===== src/rtl/tree_pkg.sv =====
// Shared constants and write-FSM encoding for the decision-tree feature feeder.
package tree_pkg;

    // Default geometry: feature width matches the tree node DATA field.
    localparam int unsigned DEF_DATA_W = 8;
    localparam int unsigned DEF_NFEAT  = 8;
    localparam int unsigned DEF_IDX_W  = 3;

    // Write side: FILL stores bytes, DROP discards the tail of an overlength sample.
    typedef enum logic [0:0] {
        FILL = 1'b0,
        DROP = 1'b1
    } wr_state_e;

endpackage


===== src/rtl/fbuf_bank.sv =====
// One feature bank: single write port, registered read port (1-cycle latency).
module fbuf_bank #(
    parameter int unsigned DATA_W = 8,
    parameter int unsigned DEPTH  = 8,
    parameter int unsigned ADDR_W = 3
) (
    input  logic              clk,
    input  logic              reset,
    input  logic              we,
    input  logic [ADDR_W-1:0] waddr,
    input  logic [DATA_W-1:0] wdata,
    input  logic [ADDR_W-1:0] raddr,
    output logic [DATA_W-1:0] rdata
);

    logic [DATA_W-1:0] mem [DEPTH];

    // Storage array; contents need no reset since reads are gated by the sample count.
    always_ff @(posedge clk) begin
        if (we) begin
            mem[waddr] <= wdata;
        end
    end

    // Registered read so the walker sees data one cycle after presenting an index.
    always_ff @(posedge clk) begin
        if (reset) begin
            rdata <= '0;
        end else begin
            rdata <= mem[raddr];
        end
    end

endmodule


===== src/rtl/feature_pingpong_buf.sv =====
// Ping-pong feature buffer feeding the decision-tree walker.
// One bank fills from the byte stream while the walker reads the other.
// Optional: define FEAT_OVF_ERR_EN to enable the sticky overlength flag ovf_err_o.
module feature_pingpong_buf
    import tree_pkg::*;
#(
    parameter int unsigned DATA_W = DEF_DATA_W,
    parameter int unsigned NFEAT  = DEF_NFEAT,
    parameter int unsigned IDX_W  = DEF_IDX_W
) (
    input  logic              clk,
    input  logic              reset,
    input  logic              in_valid_i,
    input  logic [DATA_W-1:0] in_data_i,
    input  logic              in_last_i,
    output logic              in_ready_o,
    input  logic [IDX_W-1:0]  feat_idx_i,
    output logic [DATA_W-1:0] feat_data_o,
    output logic              sample_valid_o,
    output logic [IDX_W:0]    feat_cnt_o,
    input  logic              sample_done_i,
    output logic              ovf_err_o
);

    localparam logic [IDX_W-1:0] PTR_MAX = IDX_W'(NFEAT - 1);

    wr_state_e         state_q;
    wr_state_e         state_d;
    logic [1:0]        full_q;
    logic [IDX_W:0]    cnt_q [2];
    logic              wr_bank_q;
    logic              rd_bank_q;
    logic [IDX_W-1:0]  wr_ptr_q;

    logic              accept;
    logic              wr_en;
    logic              complete;
    logic              release_rd;

    logic              rd_sel_q;
    logic              rd_hit_q;
    logic [DATA_W-1:0] rdata0;
    logic [DATA_W-1:0] rdata1;

    // Upstream may push while the write bank is free; in DROP bytes are always sunk.
    assign in_ready_o = !full_q[wr_bank_q] || (state_q == DROP);
    assign accept     = in_valid_i && in_ready_o;
    assign release_rd = sample_done_i && full_q[rd_bank_q];

    // Write FSM next state and per-byte control.
    always_comb begin
        state_d  = state_q;
        wr_en    = 1'b0;
        complete = 1'b0;
        unique case (state_q)
            FILL: begin
                if (accept) begin
                    wr_en = 1'b1;
                    if (in_last_i || (wr_ptr_q == PTR_MAX)) begin
                        complete = 1'b1;
                    end
                    if (!in_last_i && (wr_ptr_q == PTR_MAX)) begin
                        state_d = DROP;
                    end
                end
            end
            DROP: begin
                if (accept && in_last_i) begin
                    state_d = FILL;
                end
            end
            default: state_d = FILL;
        endcase
    end

    // Write FSM state register.
    always_ff @(posedge clk) begin
        if (reset) begin
            state_q <= FILL;
        end else begin
            state_q <= state_d;
        end
    end

    // Write pointer and write-bank select; a completed sample hands over to the other bank.
    always_ff @(posedge clk) begin
        if (reset) begin
            wr_ptr_q  <= '0;
            wr_bank_q <= 1'b0;
        end else if (complete) begin
            wr_ptr_q  <= '0;
            wr_bank_q <= !wr_bank_q;
        end else if (wr_en) begin
            wr_ptr_q  <= wr_ptr_q + IDX_W'(1);
        end
    end

    // Per-bank full/count flags; completion and release always target different banks.
    always_ff @(posedge clk) begin
        if (reset) begin
            full_q   <= '0;
            cnt_q[0] <= '0;
            cnt_q[1] <= '0;
        end else begin
            for (int unsigned b = 0; b < 2; b++) begin
                if (complete && (wr_bank_q == b[0])) begin
                    full_q[b] <= 1'b1;
                    cnt_q[b]  <= {1'b0, wr_ptr_q} + (IDX_W + 1)'(1);
                end else if (release_rd && (rd_bank_q == b[0])) begin
                    full_q[b] <= 1'b0;
                end
            end
        end
    end

    // Read-bank select advances when the walker releases a valid sample.
    always_ff @(posedge clk) begin
        if (reset) begin
            rd_bank_q <= 1'b0;
        end else if (release_rd) begin
            rd_bank_q <= !rd_bank_q;
        end
    end

    // Bank select and range check are registered alongside the bank read data
    // so that the output mux lines up with the 1-cycle read latency.
    always_ff @(posedge clk) begin
        if (reset) begin
            rd_sel_q <= 1'b0;
            rd_hit_q <= 1'b0;
        end else begin
            rd_sel_q <= rd_bank_q;
            rd_hit_q <= ({1'b0, feat_idx_i} < cnt_q[rd_bank_q]);
        end
    end

    fbuf_bank #(
        .DATA_W (DATA_W),
        .DEPTH  (NFEAT),
        .ADDR_W (IDX_W)
    ) u_bank0 (
        .clk   (clk),
        .reset (reset),
        .we    (wr_en && !wr_bank_q),
        .waddr (wr_ptr_q),
        .wdata (in_data_i),
        .raddr (feat_idx_i),
        .rdata (rdata0)
    );

    fbuf_bank #(
        .DATA_W (DATA_W),
        .DEPTH  (NFEAT),
        .ADDR_W (IDX_W)
    ) u_bank1 (
        .clk   (clk),
        .reset (reset),
        .we    (wr_en && wr_bank_q),
        .waddr (wr_ptr_q),
        .wdata (in_data_i),
        .raddr (feat_idx_i),
        .rdata (rdata1)
    );

    assign feat_data_o    = rd_hit_q ? (rd_sel_q ? rdata1 : rdata0) : '0;
    assign sample_valid_o = full_q[rd_bank_q];
    assign feat_cnt_o     = full_q[rd_bank_q] ? cnt_q[rd_bank_q] : '0;

`ifdef FEAT_OVF_ERR_EN
    logic ovf_q;

    // Sticky overlength flag: set on every FILL->DROP transition, cleared only by reset.
    always_ff @(posedge clk) begin
        if (reset) begin
            ovf_q <= 1'b0;
        end else if ((state_q == FILL) && (state_d == DROP)) begin
            ovf_q <= 1'b1;
        end
    end

    assign ovf_err_o = ovf_q;
`else
    assign ovf_err_o = 1'b0;
`endif

endmodule


===== config.mk =====
export PLATFORM = sky130hd
export DESIGN_NAME = feature_pingpong_buf
export DESIGN_NICKNAME = d
export VERILOG_FILES = /design/src/rtl/tree_pkg.sv /design/src/rtl/fbuf_bank.sv /design/src/rtl/feature_pingpong_buf.sv
export SDC_FILE = /design/constraint.sdc
export NUM_CORES = 1
export LEC_CHECK = 0
export BUFFER_PORTS_ARGS = -buffer_cell sky130_fd_sc_hd__buf_2
export CORE_ASPECT_RATIO = 1.75
export CORE_UTILIZATION = 60
export CTS_BUF_LIST = sky130_fd_sc_hd__clkbuf_16
export CTS_CLUSTER_DIAMETER = 150
export DETAILED_ROUTE_END_ITERATION = 7
export GPL_TIMING_DRIVEN = 0
export HOLD_SLACK_MARGIN = 0.12
export PLACE_DENSITY_LB_ADDON = 0.15
export SLEW_MARGIN = 20
export SYNTH_ARGS = -nofsm -noshare
export SYNTH_HDL_FRONTEND = slang
export SYNTH_SLANG_ARGS = --single-unit
export TNS_END_PERCENT = 5

===== constraint.sdc =====
create_clock -name clk -period 4.1 [get_ports clk]
set_clock_uncertainty 0.2 [all_clocks]
set_input_delay 0.82 -clock clk [delete_from_list [all_inputs] [get_ports clk]]
set_output_delay 0.82 -clock clk [all_outputs]
set_load 0.05 [all_outputs]

# Word level (Yosys, flattened, before mapping)
# Memory sizes are Yosys's and may differ from the RTL's. A register that Yosys moved wholly into a read port is not among the register bits.
# Index checks and enable logic that the tools add are counted.
# word_totals
n_memories	3
input_bits	16
word_cells	77
register_bits	10
ram_bits	136
# classes
add_sub_neg	2
n_reduce_logical	19
n_mux	36
n_lt_le_gt_ge	3
bitwise	5
eq_ne	1
# mem_list
name	depth	width	read_ports	rd_ports_with_merged_regs	write_ports	line_no	source
u_bank0.mem	8	8	1	1	1	fbuf_bank.sv:16	logic [DATA_W-1:0] mem [DEPTH];
u_bank1.mem	8	8	1	1	1	fbuf_bank.sv:16	
cnt_q	2	4	1	1	2	feature_pingpong_buf.sv:30	logic [IDX_W:0] cnt_q [2];
# op_table
operator	count
2-to-1 mux 1 bit	30
2-to-1 mux 8 bit	2
2-to-1 mux 4 bit	3
logical AND 1 bit	10
adder 3 x 1 -> 4 bit, second input constant	1
zero test 1 bit	4
less-than comparator 1 x 2 -> 1 bit, second input constant	2
less-than comparator 3 x 4 -> 1 bit	1
nonzero test 2 bit	2
adder 3 x 1 -> 3 bit, second input constant	1
equality test 3 bit, second input constant	1
NOT 1 bit	3
logical OR 1 bit	2
bitwise OR 1 bit	2
case mux 1 bit (2 select lines)	1
OR reduction 2 bit	1

# Depth between registers and ports, before layout
# depth
ltp_word	12
mapped_depth	6
depth_no_buf	5

# Modules after synthesis
# A second synthesis with hierarchy kept.
# hier_totals
cells_unflattened	346
area_unflattened_um2	6444.9
# by_module_without_submodules
module	cells_each	seq_area_each_um2	n_inst	area_each_um2
fbuf_bank	123	2082.0	2	2686.3
feature_pingpong_buf	100	460.4	1	1072.3

# Worst setup path after synthesis
# OpenSTA, ideal clock, no wires.
# synth_timing
path_type	input-to-reg
from	in in_valid_i
to	mem u_bank1.mem[0][0] (enable)
arrival_ns	2.022
cell_stages	3
setup_slack_ns	1.494
required_time_ns	3.517
cell_sequence	nand2b_1 -> or4_1 -> nor3_1
# synth_between
elab_chain_len	6
# synth_lines
item	line_no	source
start: declaration	feature_pingpong_buf.sv:13	input logic in_valid_i,
logical AND 1 bit	feature_pingpong_buf.sv:47	assign accept = in_valid_i && in_ready_o;
2-to-1 mux 1 bit	feature_pingpong_buf.sv:57	if (accept) begin
2-to-1 mux 1 bit	feature_pingpong_buf.sv:55	unique case (state_q)
logical AND 1 bit	feature_pingpong_buf.sv:158	.we (wr_en && wr_bank_q),
2-to-1 mux 1 bit	fbuf_bank.sv:20	if (we) begin
2-to-1 mux 1 bit (implied by the code)	fbuf_bank.sv:21	mem[waddr] <= wdata;
end: declaration	fbuf_bank.sv:16	
# No other way between the ends.

# Final worst setup path
# layout_timing
from	reg rd_sel_q
to	out feat_data_o[1]
# layout_between
elab_chain_len	2
# layout_lines
item	line_no	source
start: declaration	feature_pingpong_buf.sv:40	logic rd_sel_q;
start signal: assignment	feature_pingpong_buf.sv:132	rd_sel_q <= rd_bank_q;
2-to-1 mux 8 bit (2 in a row)	feature_pingpong_buf.sv:165	assign feat_data_o = rd_hit_q ? (rd_sel_q ? rdata1 : rdata0) : '0;
end: declaration	feature_pingpong_buf.sv:18	output logic [DATA_W-1:0] feat_data_o,
# No other way between the ends.

==> qor.csv <==
metric,value,unit
CTS max path bufs,2,
cts repair resizes,0,
Final Hold Vio Count,0,
worst hold slack,0.365,ns
Vias/cell,6.19,
Mapped Nets,357,
final core occ,0.706,
worst path buffer plus inverter count,2,
# IOs,31,
Area Overhead vs Synth,15.2,%
Total Nets Final,406,
internal cell power,2880,uW
post-synth top area cell,edfxtp_1,
CP Cell Sequence,clkbuf_1 > mux2i_1 > nor2b_1 > buf_2,
Total Wirelength,12200,um
Design Power,3670,uW
First-pass DRT Iterations,5,
"slowest stage delay, CP",0.43,ns
Yosys reg bits,163,
fin crit share,0.677,
r2r setup slk,1.64,ns
endpoints failing setup,0,
Synth area leaders,"edfxtp_1, mux4_2, dfxtp_1, a22o_1, mux2i_1",
initial antenna violation count,0,
core area,10200,um2
post-synthesis cell count,335,
H-tree level count,4,
Lkg Pwr,0.00243,uW
Synth warnings,0,
Post-Syn Area,6280,um2
"Clk pin slew, worst setup/hold paths",0.06,ns
initial drt markers,275,
Max IR drop VDD,0.000370,V
synth unique cells,38,
later-pin clock latency in the skew report,0.42,ns
outcome,"complete, no violations",
critical path class,register to output pin,
Sink Count,163,
full die area,10900,um2
CTS tree,yes,
Antenna Cells,0,
unrepaired setup endpoints after global routing,no,
Vias,3243,
most frequent cell after synthesis,edfxtp_1,
DP Area,6620,um2
post-synthesis sequential area ratio,0.737,
Post-synth top cells,"edfxtp_1, mux4_2, dfxtp_1, nor2_1, a22o_1",
clock power share,0.434,
Post-CTS Hold Buffers,0,
CP max stage cell,clkbuf_1,
"Min Clock Period, post-route",2.77,ns
Combinational Power Share,0.062,
average routed wire per standard cell,23.3,um
global-route wire length before repair,18200,um
Post-synth EDFFs,136,
pin count of the biggest net entering global routing,17,
gr usage total,0.247,
row cnt,49,
fmax,0.360,GHz
Max Cap Violations,0,
Crit path required time,3.08,ns
post-synth top area share,0.651,
Slew headroom,0.369,
Die Span X,79.3,um
maximum fanout along the worst path,8,
global route overflow,0,
asr flop ratio synth,0,
CP arrival,1.75,ns
Worst setup EP type,output pin,
# DRC,0,
Initial Util,0.613,
PD cells,507,nW/um2
routability cong.,0.748,
share of power burned in registers,0.503,
Post-CTS Setup Bufs,0,
Die Span Y,137,um
HP Class,register to register,
share of layout cells above drive strength 1,0.272,
Root Driver,clkbuf_16,
main flop type after synthesis,edfxtp_1,
"Slew Viols, Final",0,
CP startpoint kind,register,
number of global-route vias before repair,3255,
Inserted Clock Buffers,17,
Port Buffers,28,
post-DP HPWL,8440,um
Final ANT Viol Nets,0,
critical path's top delay family,buffers and inverters,
total negative slack,0,ns
Final Cell Area,7230,um2
Mean Syn Cell Area,18.7,um2
P_sw,791,uW
Worst Max-Slew Pin Slew,0.943,ns
Sw Ratio,0.216,
## stage by stage
| stage | cells | setup slack [ns] |
|---|---|---|
| after CTS | 524 | 1.25 |
| after global placement | 490 | 0.623 |
| after detailed placement | 492 | 1.12 |
| final | 524 | 1.33 |
| after global routing | 524 | 1.21 |
| after floorplan | 335 | 1.49 |
## kinds of logic after synthesis
kind of cell	after synthesis	synth area share
compound gates	34	0.0409
fa+ha+maj	6	0.0120
buf+inv	23	0.0187
flops	163	0.737
mux	47	0.140
other cells	1	0.000598
simple gates	61	0.0514
## area by class of cell
cell class / count / area (um2)
Sequential cell: 163 / 4620
Fill cell: 621 / 3010
Multi-Input combinational cell: 149 / 1570
Clock buffer: 17 / 425
Clock inverter: 15 / 181
Tap cell: 127 / 159
Timing Repair Buffer: 30 / 153
Buffer: 19 / 103
Inverter: 4 / 15.0
## tightest hold or removal path: stages (launching register included)
cell,delay [ns]
dfxtp_1,0.35
or4_1,0.12
a21oi_1,0.05
## power by group through the flow
| stage | Sequential, uW | Combinational [uW] | Clock (uW) |
|---|---|---|---|
| detailed placement | 1880 | 230 | 0 |
| floorplan | 1880 | 157 | 0 |
| finish | 1850 | 228 | 1590 |
| CTS | 1850 | 231 | 1600 |
| global placement | 1880 | 222 | 0 |
| global route | 1850 | 245 | 1660 |
## state kept, by name (all words and copies together) (netlist names), 2 cells and up, named ones only
signal and count:
u_bank1.mem 64, cnt_q 8, wr_ptr_q 3, u_bank0.mem 64, u_bank1.rdata 8, u_bank0.rdata 8, full_q 2
## path summary, 6_finish.rpt
kind | cells past startpoint | from | endpoint
setup / recovery | 4 | rd_sel_q$_SDFF_PP0_ | feat_data_o[1]
hold / removal | 2 | wr_ptr_q[0]$_SDFFE_PP0N_ | wr_ptr_q[0]$_SDFFE_PP0N_
setup reg to reg | 4 | wr_ptr_q[0]$_SDFFE_PP0N_ | u_bank0.mem[7][0]$_DFFE_PP_
hold reg to reg | 2 | wr_ptr_q[0]$_SDFFE_PP0N_ | wr_ptr_q[0]$_SDFFE_PP0N_
## cell usage in the layout, fill, tap and decap left out, types with 3 or more instances in the layout
cell / n
clkbuf_1: 8
nor3_2: 4
clkbuf_16: 17
buf_1: 5
buf_2: 30
edfxtp_1: 136
nand4_1: 4
a22o_1: 16
nor2b_1: 11
nor2_1: 21
dfxtp_1: 27
nand3_1: 3
mux4_2: 32
buf_6: 3
bufinv_16: 3
o21ai_0: 5
buf_4: 3
clkinvlp_4: 4
a21oi_1: 4
ha_1: 6
nor3_1: 3
inv_6: 3
mux2i_1: 14
nand2b_1: 4
inv_1: 4
clkinv_4: 3
## per-layer routing
layer	track usage	vias to the layer above	wire length, um
li1	-	1447	-
met1	0.270	1651	4310
met2	0.461	123	7100
met3	0.0477	22	542
met4	0.103	0	255
met5	0	-	0
(Power assumes the default switching activity.)
